File: config.mk
export PLATFORM = sky130hd
export DESIGN_NAME = fp_align_ctrl
export DESIGN_NICKNAME = d
export VERILOG_FILES = /design/src/rtl/fp_align_ctrl.sv
export SDC_FILE = /design/constraint.sdc
export NUM_CORES = 1
export LEC_CHECK = 0
export BUFFER_PORTS_ARGS = -buffer_cell sky130_fd_sc_hd__buf_2
export CAP_MARGIN = 15
export CORE_ASPECT_RATIO = 1.2
export CORE_UTILIZATION = 35
export CTS_CLUSTER_SIZE = 12
export DETAILED_ROUTE_END_ITERATION = 6
export GPL_TIMING_DRIVEN = 0
export SLEW_MARGIN = 30
export SYNTH_ARGS = -nofsm -noshare
export SYNTH_HDL_FRONTEND = slang
export SYNTH_SLANG_ARGS = --single-unit
File: constraint.sdc
create_clock -name clk -period 3.5 [get_ports clk]
set_clock_uncertainty 0.15 [all_clocks]
set_input_delay 0.35 -clock clk [delete_from_list [all_inputs] [get_ports clk]]
set_output_delay 0.35 -clock clk [all_outputs]
set_load 0.005 [all_outputs]
File: src/rtl/fp_align_ctrl.sv
// Operand alignment sequencer for FP add/sub: orders operands by exponent, then right-shifts
// the smaller mantissa one bit per cycle. Optional sticky tracking via FP_ALIGN_STICKY_EN.
module fp_align_ctrl #(
    parameter int unsigned EXP_W     = 11,
    parameter int unsigned MAN_W     = 53,
    parameter int unsigned MAX_SHIFT = MAN_W + 2
) (
    input  logic               clk,
    input  logic               reset,
    input  logic               in_valid,
    output logic               in_ready,
    input  logic [EXP_W-1:0]   exp_a,
    input  logic [MAN_W-1:0]   man_a,
    input  logic [EXP_W-1:0]   exp_b,
    input  logic [MAN_W-1:0]   man_b,
    output logic               out_valid,
    input  logic               out_ready,
    output logic [EXP_W-1:0]   exp_out,
    output logic [MAN_W+1:0]   man_big,
    output logic [MAN_W+1:0]   man_small,
    output logic               sticky,
    output logic               swapped
);

    localparam int unsigned CNT_W = $clog2(MAX_SHIFT + 1);
    localparam logic [EXP_W:0] MAX_SHIFT_W = (EXP_W + 1)'(MAX_SHIFT);

    localparam logic [1:0] IDLE  = 2'd0;
    localparam logic [1:0] CMP   = 2'd1;
    localparam logic [1:0] SHIFT = 2'd2;
    localparam logic [1:0] DONE  = 2'd3;

    logic [1:0]       state_q, state_d;
    logic [EXP_W-1:0] exp_a_q, exp_a_d, exp_b_q, exp_b_d;
    logic [MAN_W-1:0] man_a_q, man_a_d, man_b_q, man_b_d;
    logic [CNT_W-1:0] cnt_q, cnt_d;
    logic [EXP_W-1:0] exp_out_q, exp_out_d;
    logic [MAN_W+1:0] man_big_q, man_big_d;
    logic [MAN_W+1:0] man_small_q, man_small_d;
    logic             swapped_q, swapped_d;
    logic             out_valid_q, out_valid_d;
`ifdef FP_ALIGN_STICKY_EN
    logic             sticky_q, sticky_d;
`endif

    logic             slt;
    logic [EXP_W:0]   diff;
    logic [EXP_W:0]   diff_clamped;

    // Extra bit on the difference keeps any exponent pair from wrapping.
    assign slt          = exp_a_q < exp_b_q;
    assign diff         = slt ? ({1'b0, exp_b_q} - {1'b0, exp_a_q})
                              : ({1'b0, exp_a_q} - {1'b0, exp_b_q});
    assign diff_clamped = (diff > MAX_SHIFT_W) ? MAX_SHIFT_W : diff;

    always_comb begin
        state_d     = state_q;
        exp_a_d     = exp_a_q;
        exp_b_d     = exp_b_q;
        man_a_d     = man_a_q;
        man_b_d     = man_b_q;
        cnt_d       = cnt_q;
        exp_out_d   = exp_out_q;
        man_big_d   = man_big_q;
        man_small_d = man_small_q;
        swapped_d   = swapped_q;
        out_valid_d = out_valid_q;
`ifdef FP_ALIGN_STICKY_EN
        sticky_d    = sticky_q;
`endif
        case (state_q)
            IDLE: begin
                if (in_valid) begin
                    exp_a_d = exp_a;
                    exp_b_d = exp_b;
                    man_a_d = man_a;
                    man_b_d = man_b;
                    state_d = CMP;
                end
            end
            CMP: begin
                swapped_d   = slt;
                exp_out_d   = slt ? exp_b_q : exp_a_q;
                man_big_d   = slt ? {man_b_q, 2'b00} : {man_a_q, 2'b00};
                man_small_d = slt ? {man_a_q, 2'b00} : {man_b_q, 2'b00};
                cnt_d       = CNT_W'(diff_clamped);
`ifdef FP_ALIGN_STICKY_EN
                sticky_d    = 1'b0;
`endif
                if (diff == '0) begin
                    state_d     = DONE;
                    out_valid_d = 1'b1;
                end else begin
                    state_d = SHIFT;
                end
            end
            SHIFT: begin
                man_small_d = man_small_q >> 1;
`ifdef FP_ALIGN_STICKY_EN
                sticky_d    = sticky_q | man_small_q[0];
`endif
                cnt_d       = cnt_q - 1'b1;
                if (cnt_q == CNT_W'(1)) begin
                    state_d     = DONE;
                    out_valid_d = 1'b1;
                end
            end
            DONE: begin
                if (out_ready) begin
                    out_valid_d = 1'b0;
                    state_d     = IDLE;
                end
            end
            default: state_d = IDLE;
        endcase
    end

    always_ff @(posedge clk) begin
        if (reset) begin
            state_q     <= IDLE;
            exp_a_q     <= '0;
            exp_b_q     <= '0;
            man_a_q     <= '0;
            man_b_q     <= '0;
            cnt_q       <= '0;
            exp_out_q   <= '0;
            man_big_q   <= '0;
            man_small_q <= '0;
            swapped_q   <= 1'b0;
            out_valid_q <= 1'b0;
`ifdef FP_ALIGN_STICKY_EN
            sticky_q    <= 1'b0;
`endif
        end else begin
            state_q     <= state_d;
            exp_a_q     <= exp_a_d;
            exp_b_q     <= exp_b_d;
            man_a_q     <= man_a_d;
            man_b_q     <= man_b_d;
            cnt_q       <= cnt_d;
            exp_out_q   <= exp_out_d;
            man_big_q   <= man_big_d;
            man_small_q <= man_small_d;
            swapped_q   <= swapped_d;
            out_valid_q <= out_valid_d;
`ifdef FP_ALIGN_STICKY_EN
            sticky_q    <= sticky_d;
`endif
        end
    end

    assign in_ready  = (state_q == IDLE) && !reset;
    assign out_valid = out_valid_q;
    assign exp_out   = exp_out_q;
    assign man_big   = man_big_q;
    assign man_small = man_small_q;
    assign swapped   = swapped_q;
`ifdef FP_ALIGN_STICKY_EN
    assign sticky    = sticky_q;
`else
    assign sticky    = 1'b0;
`endif

endmodule

==> results.json <==
{
  "slew_violations": 0,
  "dp_hpwl_um": 28300,
  "route.detailed.drc": 0,
  "p_sw_mw": 5.81,
  "top_usage_layer": "met2",
  "nets": 2022,
  "run_status": "completed",
  "period_needed_ns": 3.35,
  "dp.cells": 2150,
  "synth_largest_area_cell": "dfxtp_1",
  "r2r-end": "out_valid",
  "syn_avg_cell_area_um2": 8.26,
  "fin_util_pct": 48.1,
  "grtUsageMet2_pct": 38.2,
  "grtUsageMet1_pct": 27.6,
  "path_class": "flip-flop to flip-flop",
  "antenna_found_initial": 3,
  "clk_pin_slew_ns": 0.06,
  "core-area_um2": 33300,
  "final_cells": 2330,
  "power_frac_seq_pct": 29.6,
  "gp_congestion": 0.865,
  "hp-class": "input port to flip-flop",
  "io_pins": 257,
  "whs_endpoint": "state_q[1]",
  "rr_startpoint": "exp_a_q[7]",
  "wl_per_cell_um": 16.6,
  "swShare_pct": 40.9,
  "drt-total-wl_um": 38700,
  "grt_use_met3_pct": 2.87,
  "ys_types": 59,
  "dpl_cell_area_um2": 13800,
  "layout_common_cells": "322 x nand2_1, 263 x buf_2, 256 x dfxtp_1",
  "drive_gt1_share_pct": 18.0,
  "crit_fanout": 10,
  "cts.sinks": 257,
  "ant_nets": 0,
  "maxSlewHeadroom_pct": 34.9,
  "grt_pass1_wl_um": 60100,
  "design.die.area_um2": 34900,
  "die-height_um": 204,
  "first_iter_violations": 688,
  "cts_tree": "yes",
  "numPortBuffers": 252,
  "p_total_mw": 14.2,
  "grt.total_usage_pct": 22.0,
  "postLayoutCellArea_um2": 16100,
  "timing.hold.ws_ns": 0.145,
  "htreeDepth": 1,
  "multi_input_area_um2": 6210,
  "netlist_area_um2": 11900,
  "whs_path_depth": 4,
  "cp_data_arrival_time_ns": 3.64,
  "powerDensity_nw_per_um2": 886,
  "crit_path_end_kind": "flip-flop",
  "tns_ns": 0,
  "viasPerCell": 4.90,
  "cap_violations": 0,
  "drtPass1Iterations": 5,
  "grt_pass1_vias": 11249,
  "start_util_pct": 35.8,
  "num_rows": 73,
  "power_frac_clock_pct": 21.7,
  "tightest_slew_ns": 0.976,
  "hold_start": "in_valid",
  "place_ws_ns": 0.0376,
  "cp-start-kind": "flip-flop",
  "die_x_um": 171,
  "p_leak_nw": 6.95,
  "clockRootBuffer": "clkbuf_16",
  "rr_worst_depth": 13,
  "layout_commonest_cell": "nand2_1",
  "setup_slack_ns": 0.148,
  "synth_top_area_share_pct": 43.1,
  "area_delta_synth_final_pct": 34.5,
  "seqCellArea_um2": 5150,
  "grt_max_degree": 14,
  "internal_power_mw": 8.41,
  "synthCells": 1446,
  "synth_warnings": 0,
  "hold_viol": 0,
  "setup_viol": 0,
  "synthFlopType": "dfxtp_1",
  "clock_latency_ns": 0.55,
  "clk_path_buf_depth": 3,
  "grt_overflow": 0,
  "ir_drop_mv": 0.473,
  "vias": 11416,
  "timing.final.crit_share_pct": 95.8,
  "max_freq_mhz": 298,
  "synthArstFlopShare_pct": 0,
  "crit_required_ns": 3.79,
  "fill_cells": 3284,
  "ys_seq_elements": 257,
  "synth_edf_count": 0,
  "cts_buffers": 28,
  "pwr-share-comb_pct": 48.7,
  "r2r_setup_slack_ns": 0.15,
  "yosysSeqAreaShare_pct": 43.1,
  "synth_area_leaders": "dfxtp_1 43%, mux2i_1 14%, nand2_1 10%"
}
## power by group through the flow
stage	Combinational (mW)	Sequential, mW	Clock (mW)
global route	7.61	4.30	3.27
floorplan	4.75	4.17	0
global placement	6.72	4.24	0
detailed placement	6.79	4.26	0
finish	6.93	4.21	3.08
CTS	6.92	4.20	3.14
## worst max-delay path by stage
| stage | from | end | slack [ns] | cells after the start |
|---|---|---|---|---|
| after floorplan | exp_a_q[9] | out_valid | 0.46 | 13 |
| after global placement | exp_a_q[10] | man_big[32] | 0.05 | 11 |
| after detailed placement | exp_b_q[0] | out_valid | 0.04 | 13 |
| after CTS | exp_b_q[0] | out_valid | 0.03 | 13 |
| after global routing | exp_a_q[7] | out_valid | -0.01 | 13 |
| final | exp_a_q[7] | out_valid | 0.15 | 13 |
## worst max-delay path, stage by stage, from the launching register on
cell and delay [ns]:
dfxtp_1 0.38, inv_1 0.08, ha_1 0.28, buf_2 0.19, a21o_1 0.22, a221oi_4 0.32, o21a_1 0.20, buf_6 0.13
buf_6 0.17, mux2i_2 0.23, xor2_1 0.19, and4b_1 0.23, nand4_2 0.17, mux2_4 0.33
## what timing repair did
| action | in CTS | in global routing |
|---|---|---|
| endpoints found under the hold margin | 128 | 0 |
| setup buffers | 0 | 1 |
| resized for setup | 0 | 10 |
| hold buffers | 128 | 0 |
| endpoints found under the setup margin | 0 | 102 |
## Yosys cell counts (all sizes together) (4+ instances only)
library cell	n
a211oi	69
a21o	9
a21oi	162
a221oi	4
and2	4
and3	7
buf	32
clkbuf	82
dfxtp	257
ha	29
inv	30
mux2i	164
nand2	322
nand2b	6
nand3	6
nor2	139
nor2b	8
o21ai	65
xor2	4
## logic make-up after synthesis
logic type | after synthesis | synth area share [%]
xor+xnor | 6 | 0.503
mux | 167 | 14.1
compound gates | 338 | 17.1
fa+ha+maj | 31 | 3.37
flops | 257 | 43.1
simple gates | 502 | 16.8
buf+inv | 144 | 5.07
other cells | 1 | 0.0314
## registers in the layout, indices dropped and copies added (netlist names)
name,cells
man_small,55
man_a_q,53
man_b_q,53
man_big,53
exp_a_q,11
exp_b_q,11
exp_out,11
cnt_q,6
state_q,2
out_valid,1
swapped,1
## routing by layer
layer	vias up	share of wire, %
met4	4	3.0
met2	291	48
met3	81	4.3
met1	5307	45
li1	5733	-
met5	-	0.059
## cell type report
type	count	area share, %
Antenna cell	1	0.0156
Buffer	114	3.19
Clock buffer	44	5.31
Clock inverter	6	0.655
Inverter	30	0.702
Multi-Input combinational cell	1047	38.7
Sequential cell	257	32.1
Tap cell	450	3.51
Timing Repair Buffer	381	15.9
Power figures use the tool's default switching activity.
